--- config.mk ---
export PLATFORM = sky130hd
export DESIGN_NAME = ps2_lane_controller
export DESIGN_NICKNAME = d
export VERILOG_FILES = /design/src/rtl/ps2_lane_pkg.sv /design/src/rtl/bcd_counter2.sv /design/src/rtl/ps2_lane_controller.sv
export SDC_FILE = /design/constraint.sdc
export NUM_CORES = 1
export LEC_CHECK = 0
export CORE_AREA = 5 5 78 66
export DETAILED_ROUTE_END_ITERATION = 8
export DIE_AREA = 0 0 83 71
export PLACE_DENSITY_LB_ADDON = 0.1
export SLEW_MARGIN = 20
export SYNTH_ARGS = -nofsm -noshare
export SYNTH_HDL_FRONTEND = slang
export SYNTH_SLANG_ARGS = --single-unit
export TNS_END_PERCENT = 5
--- constraint.sdc ---
create_clock -name CLOCK_50 -period 2.2 [get_ports CLOCK_50]
set_input_delay 0.44 -clock CLOCK_50 [delete_from_list [all_inputs] [get_ports CLOCK_50]]
set_output_delay 0.44 -clock CLOCK_50 [all_outputs]
set_load 0.01 [all_outputs]
--- src/rtl/ps2_lane_pkg.sv ---
// Shared types and constants for the PS/2 four-lane rhythm-game controller.
// Holds the decoder state encoding, scan-code prefixes and the ignore list.
package ps2_lane_pkg;

  typedef enum logic [1:0] {
    ST_IDLE    = 2'd0,
    ST_BRK     = 2'd1,
    ST_EXT     = 2'd2,
    ST_EXT_BRK = 2'd3
  } dec_state_t;

  typedef logic [3:0] bcd_digit_t;

  localparam logic [7:0] PS2_BREAK  = 8'hF0;
  localparam logic [7:0] PS2_EXT    = 8'hE0;

  localparam logic [7:0] IGN_ACK    = 8'hFA;
  localparam logic [7:0] IGN_BAT    = 8'hAA;
  localparam logic [7:0] IGN_ECHO   = 8'hEE;
  localparam logic [7:0] IGN_RESEND = 8'hFE;
  localparam logic [7:0] IGN_ERR    = 8'h00;

  // Keyboard status/handshake bytes that must never be taken as key codes.
  function automatic logic is_ignored(input logic [7:0] b);
    return (b == IGN_ACK) || (b == IGN_BAT) || (b == IGN_ECHO) ||
           (b == IGN_RESEND) || (b == IGN_ERR);
  endfunction

endpackage

--- src/rtl/bcd_counter2.sv ---
// Two-digit BCD counter 00..99 with synchronous clear (priority) and wrap.
module bcd_counter2
  import ps2_lane_pkg::*;
(
  input  logic       i_clk,
  input  logic       i_rst_n,
  input  logic       i_clr,
  input  logic       i_inc,
  output bcd_digit_t o_ones,
  output bcd_digit_t o_tens
);

  bcd_digit_t r_ones;
  bcd_digit_t r_tens;

  // Digit registers: clear beats increment; 99 rolls over to 00.
  always_ff @(posedge i_clk or negedge i_rst_n) begin
    if (!i_rst_n) begin
      r_ones <= 4'd0;
      r_tens <= 4'd0;
    end else if (i_clr) begin
      r_ones <= 4'd0;
      r_tens <= 4'd0;
    end else if (i_inc) begin
      if (r_ones == 4'd9) begin
        r_ones <= 4'd0;
        r_tens <= (r_tens == 4'd9) ? 4'd0 : r_tens + 4'd1;
      end else begin
        r_ones <= r_ones + 4'd1;
      end
    end
  end

  assign o_ones = r_ones;
  assign o_tens = r_tens;

endmodule

--- src/rtl/ps2_lane_controller.sv ---
// Decodes PS/2 make/break sequences into four game lanes and keeps a BCD
// score plus a saturating miss counter.
module ps2_lane_controller
  import ps2_lane_pkg::*;
#(
  parameter logic [7:0] LANE0_CODE = 8'h1C,
  parameter logic [7:0] LANE1_CODE = 8'h1B,
  parameter logic [7:0] LANE2_CODE = 8'h23,
  parameter logic [7:0] LANE3_CODE = 8'h2B
) (
  input  logic       CLOCK_50,
  input  logic       resetn,
  input  logic [7:0] ps2_key_data,
  input  logic       ps2_key_pressed,
  input  logic       target_valid,
  input  logic [1:0] target_lane,
  input  logic       clear_score,
  output logic [3:0] lane_held,
  output logic [3:0] lane_hit,
  output logic       hit_ok,
  output logic       hit_miss,
  output logic [3:0] score_ones,
  output logic [3:0] score_tens,
  output logic [7:0] miss_count,
  output logic [7:0] last_code
);

  dec_state_t r_state;
  logic [3:0] r_held;
  logic [3:0] r_hit;
  logic       r_ok;
  logic       r_miss;
  logic [7:0] r_miss_cnt;
  logic [7:0] r_last;

  logic [3:0] w_match;
  logic [1:0] w_lane_idx;
  logic       w_is_make;
  logic       w_fresh;
  logic       w_on_target;

  // Lane lookup for the current byte and classification of a fresh press.
  always_comb begin
    w_match[0] = (ps2_key_data == LANE0_CODE);
    w_match[1] = (ps2_key_data == LANE1_CODE);
    w_match[2] = (ps2_key_data == LANE2_CODE);
    w_match[3] = (ps2_key_data == LANE3_CODE);
    if (w_match[3]) begin
      w_lane_idx = 2'd3;
    end else if (w_match[2]) begin
      w_lane_idx = 2'd2;
    end else if (w_match[1]) begin
      w_lane_idx = 2'd1;
    end else begin
      w_lane_idx = 2'd0;
    end
    w_is_make   = ps2_key_pressed && (r_state == ST_IDLE) &&
                  (ps2_key_data != PS2_BREAK) && (ps2_key_data != PS2_EXT) &&
                  !is_ignored(ps2_key_data);
    w_fresh     = w_is_make && (|w_match) && !r_held[w_lane_idx];
    w_on_target = target_valid && (target_lane == w_lane_idx);
  end

  // Decoder FSM with lane state, one-cycle pulses and miss counter.
  always_ff @(posedge CLOCK_50 or negedge resetn) begin
    if (!resetn) begin
      r_state    <= ST_IDLE;
      r_held     <= 4'd0;
      r_hit      <= 4'd0;
      r_ok       <= 1'b0;
      r_miss     <= 1'b0;
      r_miss_cnt <= 8'd0;
      r_last     <= 8'd0;
    end else begin
      r_hit  <= 4'd0;
      r_ok   <= w_fresh && w_on_target && !clear_score;
      r_miss <= w_fresh && !w_on_target && !clear_score;
      if (clear_score) begin
        r_miss_cnt <= 8'd0;
      end else if (w_fresh && !w_on_target && (r_miss_cnt != 8'hFF)) begin
        r_miss_cnt <= r_miss_cnt + 8'd1;
      end
      if (ps2_key_pressed) begin
        case (r_state)
          ST_IDLE: begin
            if (ps2_key_data == PS2_BREAK) begin
              r_state <= ST_BRK;
            end else if (ps2_key_data == PS2_EXT) begin
              r_state <= ST_EXT;
            end else if (!is_ignored(ps2_key_data)) begin
              r_last <= ps2_key_data;
              if (w_fresh) begin
                r_held[w_lane_idx] <= 1'b1;
                r_hit[w_lane_idx]  <= 1'b1;
              end
            end
          end
          ST_BRK: begin
            r_state <= ST_IDLE;
            r_last  <= ps2_key_data;
            if (|w_match) begin
              r_held[w_lane_idx] <= 1'b0;
            end
          end
          ST_EXT: begin
            r_state <= (ps2_key_data == PS2_BREAK) ? ST_EXT_BRK : ST_IDLE;
          end
          ST_EXT_BRK: begin
            r_state <= ST_IDLE;
          end
          default: begin
            r_state <= ST_IDLE;
          end
        endcase
      end
    end
  end

  bcd_counter2 u_score (
    .i_clk   (CLOCK_50),
    .i_rst_n (resetn),
    .i_clr   (clear_score),
    .i_inc   (w_fresh && w_on_target),
    .o_ones  (score_ones),
    .o_tens  (score_tens)
  );

  assign lane_held  = r_held;
  assign lane_hit   = r_hit;
  assign hit_ok     = r_ok;
  assign hit_miss   = r_miss;
  assign miss_count = r_miss_cnt;
  assign last_code  = r_last;

endmodule
==> out/results.ini, run 1 <==
[run_status]
status = finished, final reports clean

[place]
port_buffers = 48
post_dp_cell_area_sq_um = 2819
gp_congestion = 0.8312
dp_hpwl_microns = 3724
placedCellCount = 327

[detailed_routing]
via_count = 1816
drt_first_pass_iters = 4
drcViolationCount = 0
wl_per_cell_microns = 14.73
drtIter0Drc = 75
vias_per_cell = 5.341
ant_nets = 0
routed_wl_microns = 5007

[clock_network]
cts_made_buffers = 5
clock-root-buffer = clkbuf_8
insertion_delay_ns = 0.28
cts_tree = yes
clkSinkCount = 36
clock_path_buffers = 2
clk_pin_slew_worst_paths_ns = 0.06
cts-htree-levels = 2

[job]
max-cap-violations = 0

[final_layout]
fill_cells = 335
instances_no_fill = 340
fin_nets = 302
seq_area_sq_um = 900.9
drive_gt1_share_pct = 30.00
antenna_cells = 0
multi_input_area_sq_um = 1134
post-route-util_pct = 69.39
area_growth_pct = 49.81
finalInstanceArea_sq_um = 3018

[timing]
relSlewSlack_pct = 63.28
slew_violations = 0
clock_skew_ns = 0.003491
fmax_mhz = 460.5
final-setup-viol-count = 0
hold_viol = 0
layout_min_cycle_time_ns = 2.171
period_share_pct = 98.70
tightest_slew_ns = 0.5491
setup_tns_ns = 0
rsz0062_at_grt = true

[global_routing]
grtUsageMet1_pct = 22.63
grt.busiest_layer = met2
grt_start_max_net_pins = 37
grt_pass1_wl_microns = 8804
grt_overflow_total = 0
antenna_found_initial = 0
grt_pass1_vias = 1938
grtUsageMet2_pct = 30.87
grt_use_total_pct = 18.17
use_met3_pct = 5.239

[min_path]
holdCritPathClass = reg2reg

[power_and_ir_drop]
switching_share_pct = 24.05
p_int_mw = 1.010
ir_drop_mv = 0.3480
p_per_area_nw_per_um2 = 440.7
switchingPower_mw = 0.3198
p_comb_share_pct = 17.3
seqPwrFrac_pct = 52.4
p_clk_share_pct = 30.3
power_leakage_nw = 1.317

[logic_synthesis]
synthCells = 191
syn_avg_cell_area_sq_um = 10.55
synth_fp_nets = 211
synth-warning-count = 0
synth_area_sq_um = 2014
ys.flop_type = dfrtp_1
async_flop_share_pct = 100.0
ys_seq_elements = 36
synth-seq-area-share_pct = 44.72
synth_edf_count = 0
yosys.cell_types.count = 58

[setup_path]
end_kind = register
crit_slowest_cell = or4b_4
worstPathArrival_ns = 2.38
reg2reg_slack_ns = 0.16
path_class = in2reg
cp.required_ns = 2.41
worst-path-max-fanout = 4
critPathLaunchType = input port
path_cells = buf_6 > or4b_4 > buf_4 > o2bb2ai_4 > o2111ai_4 > nand4b_1 > or3_1 > a21oi_1
cp_slowest_stage_delay_ns = 0.56

[floorplan]
fp.coreArea_sq_um = 4349
ioPinCount = 49
die_h_microns = 71
die_x_microns = 83
die_area_sq_um = 5893
row_count = 22
start_util_pct = 46.32

-- cell type report --
type / instances / share of cell area, %
clock buffer: 5 / 2.280
inverter: 10 / 1.244
multi-input combinational: 139 / 37.56
sequential: 36 / 29.85
tap: 60 / 2.488
timing repair buffer: 90 / 26.58
-- per-layer routing --
metal / part of all wire, % / wire length (microns) / vias up
li1: - / - / 877
met1: 45 / 2243 / 882
met2: 48 / 2408 / 50
met3: 6.1 / 306 / 7
met4: 0.96 / 48 / 0
met5: 0 / 0 / -
-- synth_stat cells (all sizes together) (2+ instances only) --
master / count / share of area, %
o2111ai: 2 / 1.7
xor2: 2 / 0.87
nand2b: 2 / 0.62
buf: 4 / 1.4
a21oi: 9 / 2.4
a31oi: 2 / 0.62
nor2b: 2 / 0.62
ha: 5 / 3.1
mux2: 9 / 5.0
nor3b: 3 / 1.4
a21bo: 4 / 2.0
mux2i: 6 / 3.0
nand2: 11 / 2.0
a2111oi: 2 / 1.8
or4: 2 / 0.75
o22a: 2 / 0.87
dfrtp: 36 / 45
or3: 2 / 0.62
nand3b: 2 / 0.75
nor4: 3 / 0.93
nand3: 8 / 2.0
a21o: 2 / 0.75
nand4b: 3 / 1.3
clkbuf: 2 / 0.37
nor4b: 2 / 1.2
nor2: 24 / 4.5
o21ai: 6 / 1.5
and3b: 2 / 0.87
inv: 10 / 1.9
nor3: 2 / 0.50
or4b: 2 / 1.2
o31ai: 2 / 0.99
-- worst max-delay path, delay by kind of cell --
kind	cells	cell delay, ns
simple gates	3	1.24
compound gates	3	0.43
buf+inv	2	0.27
-- cells in the final DEF (no fill, tap or decap), types with 2 or more instances in the layout --
| master | synthesis | routed |
|---|---|---|
| nand2_1 | 11 | 11 |
| nor3b_1 | 2 | 2 |
| o21ai_0 | 6 | 4 |
| dfrtp_1 | 36 | 36 |
| or3_1 | 2 | 2 |
| nor4_1 | 3 | 3 |
| nand4b_1 | 3 | 3 |
| a31oi_1 | 2 | 2 |
| clkbuf_8 | 0 | 5 |
| nor3_1 | 2 | 2 |
| a21oi_1 | 8 | 8 |
| dlygate4sd2_1 | 0 | 4 |
| nand3_1 | 8 | 7 |
| nor2b_1 | 2 | 2 |
| ha_1 | 5 | 5 |
| nor2_1 | 24 | 24 |
| clkbuf_2 | 0 | 4 |
| nand3b_1 | 2 | 2 |
| a21o_1 | 2 | 2 |
| inv_1 | 10 | 10 |
| o22a_1 | 2 | 2 |
| mux2_2 | 9 | 9 |
| mux2i_1 | 6 | 6 |
| clkdlybuf4s50_1 | 0 | 39 |
| a21bo_2 | 4 | 4 |
| nand2b_1 | 2 | 2 |
| buf_6 | 1 | 9 |
| o21ai_1 | 0 | 2 |
| buf_4 | 1 | 34 |
-- through the flow --
step           worst slack, ns  hold slack, ns  total power, mW
2_1_floorplan          -0.1078          0.1444           0.7931
3_3_place_gp           -0.5900          0.4865           0.9279
3_5_place_dp           -0.6526          0.4945           0.9312
4_1_cts                0.01029          0.5113            1.343
5_1_grt               -0.03846          0.5259            1.394
6_report               0.02866          0.5065            1.330
-- final timing paths --
kind	end	depth (start not counted)	from
max	miss_count[7]	8	ps2_key_data[4]
min	last_code[4]	1	last_code[4]
max reg2reg	miss_count[4]	7	miss_count[0]
min reg2reg	last_code[4]	1	last_code[4]
max in group asynchronous	miss_count[4]	2	resetn
min in group asynchronous	u_score.o_ones[1]	2	resetn
-- power groups by stage --
stage / Sequential, mW / Clock (mW) / Combinational [mW]
after floorplan: 0.718 / 0 / 0.0751
after global placement: 0.708 / 0 / 0.220
after detailed placement: 0.709 / 0 / 0.222
after CTS: 0.698 / 0.414 / 0.231
after global routing: 0.699 / 0.445 / 0.250
final: 0.697 / 0.403 / 0.230
-- logic make-up (layout without fill, tap and decap cells) --
kind of cell,Yosys count,after routing,share of synthesized area (%)
buffers and inverters,16,105,3.603
DFF,36,36,44.72
muxes,15,15,8.013
AOI/OAI and AO/OA,41,41,18.20
xor gates and xnor gates,3,3,1.305
adders and majority gates,5,5,3.106
and+or+nand+nor,75,75,21.06
-- repair_timing --
action | CTS | global route
setup buffers | 7 | 1
setup endpoints to repair | 30 | 20
hold buffers | 0 | 0
pin swaps | 14 | 7
gates resized for setup | 29 | 12
(Power assumes the default switching activity.)
==> run 2, diff against run 1 <==
--- a/config.mk
+++ b/config.mk
@@ -13,4 +13,4 @@
 export SYNTH_ARGS = -nofsm -noshare
 export SYNTH_HDL_FRONTEND = slang
 export SYNTH_SLANG_ARGS = --single-unit
-export TNS_END_PERCENT = 5
+export TNS_END_PERCENT = 20
==> run 2 against run 1 <==
  * Power is 6.3% higher
  * Sequential power hardly changed
  * First-iteration DRC count up 1.3%
  * Cell area rose by 1.9%
  * Clock-buffer cell count is 3 higher
  * Worst hold slack lost 0.0012 ns
  * Flip-flop and latch count unchanged
  * Largest cell class unchanged
==> out/results.ini, run 2 (synthesis results as in run 1) <==
[run_status]
status = finished, final reports clean

[clock_network]
clock-root-buffer = clkbuf_8
clock_path_buffers = 2
clk_pin_slew_worst_paths_ns = 0.07
insertion_delay_ns = 0.29
clkSinkCount = 36
cts-htree-levels = 2
cts_made_buffers = 5
postCtsHoldBufs = 0
cts_tree = yes

[detailed_routing]
routed_wl_microns = 5303
ant_nets = 0
dr_wl_met3_microns = 298
highest_layer = met4
drtIter0Drc = 76
vias_per_cell = 5.337
wl_per_cell_microns = 15.28
drcViolationCount = 0
wl_met2_microns = 2524
via_count = 1852
m1WireLength_microns = 2420
drt_first_pass_iters = 4

[timing]
rsz0062_at_grt = true
tightest_slew_ns = 0.4898
period_share_pct = 98.28
final-setup-viol-count = 0
layout_min_cycle_time_ns = 2.162
worst_slack_ns = 0.03794
hold_viol = 0
clock_skew_ns = 0.005226
slew_violations = 0
relSlewSlack_pct = 66.89
fmax_mhz = 462.5
finalHoldWorstSlack_ns = 0.5053

[floorplan]
fp.coreArea_sq_um = 4349
row_count = 22
start_util_pct = 46.32
die_h_microns = 71
die_x_microns = 83
ioPinCount = 49
die_area_sq_um = 5893

[power_and_ir_drop]
ir_drop_mv = 0.4777
power_leakage_nw = 1.347
p_per_area_nw_per_um2 = 459.3

[final_layout]
antenna_cells = 0
final_common_cell = clkdlybuf4s50_1
fin_nets = 306
mostFrequentLayoutCells = clkdlybuf4s50_1, buf_4, dfrtp_1
drive_gt1_share_pct = 31.71
area_growth_pct = 52.73
finalInstanceArea_sq_um = 3077

[global_routing]
antenna_found_initial = 0
grt_pass1_wl_microns = 9294
grt_start_max_net_pins = 37
grt_overflow_total = 0
grt_use_total_pct = 19.08
grt_pass1_vias = 1998

[setup_path]
path_class = in2reg
worstPathArrival_ns = 2.34
rr_worst_depth = 7
end_kind = register
worst-path-max-fanout = 6
r2r-end = miss_count[4]
cp.required_ns = 2.38
r2r-start = miss_count[0]
reg2reg_slack_ns = 0.22
critPathLaunchType = input port
critPathLaunch = ps2_key_data[4]

[min_path]
hold_path_end = last_code[0]
hold_depth = 1
holdCritPathClass = reg2reg
worstHoldStart = last_code[0]

[place]
dp_hpwl_microns = 3788
dp_slack_ns = -0.6495
port_buffers = 48
post_dp_cell_area_sq_um = 2826
gp_congestion = 0.7982

[job]
max-cap-violations = 0

## run 2: worst max-delay path: stages
cell       delay, ns
clkbuf_2        0.11
or4b_4          0.57
a2111oi_4       0.39
o211ai_4        0.18
a211oi_4        0.25
buf_4           0.15
mux2i_1         0.18
nor2_1          0.06
## run 2: where the power goes
part	switching [mW]	internal (mW)	total (mW)	leakage [nW]
clock network	0.223	0.255	0.479	0.0455
logic	0.110	0.127	0.237	0.818
registers	0.0141	0.683	0.697	0.484
total	0.347	1.07	1.41	1.35
## run 2: cell type report
type | instances | area [sq um]
multi-input cells | 139 | 1137
clock buffers | 8 | 90.09
well taps | 60 | 75.07
flip-flops and latches | 36 | 900.9
repair buffers | 94 | 835.8
inverters | 10 | 37.54
fillers | 348 | 1272
## run 2: through the flow
stage / cells / total power [mW] / utilization, % / TNS (ns)
floorplan: 191 / 0.7938 / - / -0.8867
global placement: 328 / 0.9283 / 64.99 / -13.02
detailed placement: 328 / 0.9322 / 64.99 / -14.58
CTS: 347 / 1.428 / 70.60 / 0
global route: 347 / 1.476 / 70.74 / -0.01483
finish: 347 / 1.413 / 70.74 / 0
## run 2: worst max path at each step
stage                              endpoint  slack, ns  cells after the start
final                     u_score.o_tens[0]       0.04                      8
after CTS                     miss_count[4]      0.005                      7
after global placement    u_score.o_tens[0]      -0.58                      7
after global routing      u_score.o_tens[0]      -0.01                      8
after detailed placement  u_score.o_tens[0]      -0.65                      7
after floorplan           u_score.o_tens[0]      -0.10                      7
## run 2: metal layers
metal  global-route usage [%]  up-vias
met5                        0        -
met4                    5.626        0
met3                    6.054        7
met2                    31.67       46
met1                    23.98      908
li1                         -      891
## run 2: timing repair
| action | CTS | global route |
|---|---|---|
| buffers inserted | 11 | 0 |
| setup endpoints to repair | 30 | 24 |
| resized for setup | 26 | 17 |
| pin swaps | 11 | 8 |
==> run 3, diff against run 2 <==
--- a/config.mk
+++ b/config.mk
@@ -5,9 +5,9 @@
 export SDC_FILE = /design/constraint.sdc
 export NUM_CORES = 1
 export LEC_CHECK = 0
-export CORE_AREA = 5 5 78 66
+export CORE_AREA = 5 5 71 73
 export DETAILED_ROUTE_END_ITERATION = 8
-export DIE_AREA = 0 0 83 71
+export DIE_AREA = 0 0 76 78
 export PLACE_DENSITY_LB_ADDON = 0.1
 export SLEW_MARGIN = 20
 export SYNTH_ARGS = -nofsm -noshare
==> run 3 against run 2 <==
  * Die area increased by 0.59%
  * Global-route usage decreased by 1.1 points
  * Final cell count decreased by 4.9%
  * Sequential power about the same
==> out/results.ini, run 3 (synthesis results as in run 1) <==
[place]
post_dp_cell_area_sq_um = 2809
port_buffers = 48
gp_congestion = 0.7918
placedCellCount = 319
dp_hpwl_microns = 3883

[power_and_ir_drop]
p_int_mw = 1.056
switching_share_pct = 25.70
p_clk_share_pct = 34.9
p_per_area_nw_per_um2 = 480.9
switchingPower_mw = 0.3653
p_comb_share_pct = 16.1
ir_drop_mv = 0.3958
seqPwrFrac_pct = 49.0
power_leakage_nw = 1.298

[timing]
relSlewSlack_pct = 61.14
layout_min_cycle_time_ns = 2.138
clock_skew_ns = 0.01131
final-setup-viol-count = 0
hold_viol = 0
tightest_slew_ns = 0.5753
slew_violations = 0
fmax_mhz = 467.7
period_share_pct = 97.19
rsz0062_at_grt = true

[global_routing]
grt_pass1_vias = 1798
grt_start_max_net_pins = 37
grt_pass1_wl_microns = 8811
antenna_found_initial = 0
grt_overflow_total = 0
grt_use_total_pct = 17.96

[floorplan]
die_h_microns = 78
ioPinCount = 49
start_util_pct = 46.91
die_x_microns = 76
row_count = 24
fp.coreArea_sq_um = 4294
die_area_sq_um = 5928

[setup_path]
end_kind = register
critPathLaunchType = input port
path_class = in2reg
path_cells = buf_6 > or4b_4 > a2111oi_4 > o211ai_4 > a211oi_4 > buf_4 > a21bo_2 > a21oi_1
crit_buf_inv = 2
cp_top_family = compound AO/OA/AOI/OAI gates
worstPathArrival_ns = 2.33
cp.required_ns = 2.39
worst-path-max-fanout = 5
cp_slowest_stage_delay_ns = 0.57
crit_slowest_cell = or4b_4

[clock_network]
clkSinkCount = 36
clk_pin_slew_worst_paths_ns = 0.08
cts_made_buffers = 5
cts_tree = yes
insertion_delay_ns = 0.30
clock-root-buffer = clkbuf_8
cts-htree-levels = 2
clock_path_buffers = 2
postCtsHoldBufs = 0

[detailed_routing]
vias_per_cell = 5.445
via_count = 1797
drt_first_pass_iters = 4
ant_nets = 0
drtIter0Drc = 80
wl_per_cell_microns = 15.62
drcViolationCount = 0
routed_wl_microns = 5156

[final_layout]
mostFrequentLayoutCells = clkdlybuf4s50_1, dfrtp_1, buf_4
fill_cells = 331
fin_nets = 297
instances_no_fill = 330
antenna_cells = 0
finalInstanceArea_sq_um = 2955
area_growth_pct = 46.71
drive_gt1_share_pct = 28.78
final_common_cell = clkdlybuf4s50_1

[run_status]
status = finished, final reports clean

[job]
max-cap-violations = 0

[min_path]
holdCritPathClass = reg2reg

-- run 3: cell count changes in the layout (fill, tap and decap cells not counted), sizes merged --
cell | before | now
buf | 47 | 41
clkbuf | 12 | 8
clkdlybuf4s15 | 0 | 2
clkdlybuf4s50 | 39 | 37
clkinv | 0 | 2
dlygate4sd2 | 3 | 1
dlymetal6s2s | 1 | 2
-- run 3: power by group through the flow --
stage / registers, mW / clock network, mW / logic (mW)
final: 0.697 / 0.495 / 0.229
after global routing: 0.700 / 0.538 / 0.249
after CTS: 0.697 / 0.512 / 0.227
after detailed placement: 0.709 / 0 / 0.228
after global placement: 0.707 / 0 / 0.223
after floorplan: 0.718 / 0 / 0.0759
-- run 3: final timing paths --
path | slack (ns) | cells past startpoint | to | from
setup / recovery | 0.06 | 8 | u_score.o_tens[3] | ps2_key_data[7]
hold / removal | 0.51 | 1 | last_code[1] | last_code[1]
setup reg to reg | 0.24 | 7 | miss_count[4] | miss_count[0]
hold reg to reg | 0.51 | 1 | last_code[1] | last_code[1]
max in group asynchronous | 1.31 | 2 | last_code[2] | resetn
min in group asynchronous | 0.55 | 2 | u_score.o_ones[1] | resetn
-- run 3: cell type report --
type	instances	area, sq um	area share (%)
flip-flops and latches	36	900.9	30.48
multi-input cells	139	1104	37.34
repair buffers	85	755.7	25.57
well taps	52	65.06	2.202
inverters	10	37.54	1.270
clock inverters	2	10.01	0.3387
clock buffers	6	82.58	2.794
-- run 3: repair_timing --
| action | in CTS | in global routing |
|---|---|---|
| setup buffers | 2 | 1 |
| gates resized for setup | 27 | 13 |
| setup endpoints to repair | 30 | 14 |
| pin swaps | 7 | 10 |
-- run 3: per-layer routing --
| layer | up-vias | routed length [microns] | GRT usage [%] |
|---|---|---|---|
| met5 | - | 0 | 0 |
| met4 | 0 | 72 | 6.406 |
| met3 | 8 | 290 | 4.167 |
| met2 | 45 | 2354 | 27.48 |
| met1 | 872 | 2438 | 24.85 |
| li1 | 872 | - | - |
-- run 3: stage by stage --
stage	hold WS, ns	setup slack [ns]	total power [mW]	setup TNS, ns	util, %
6_report	0.5116	0.06185	1.421	0	68.82
5_1_grt	0.5297	-0.04733	1.486	-0.09883	68.82
4_1_cts	0.5136	0.001469	1.436	0	68.07
3_5_place_dp	0.4976	-0.6680	0.9368	-15.51	65.41
3_3_place_gp	0.4885	-0.5814	0.9304	-13.55	65.41
2_1_floorplan	0.1444	-0.1047	0.7938	-0.8867	-
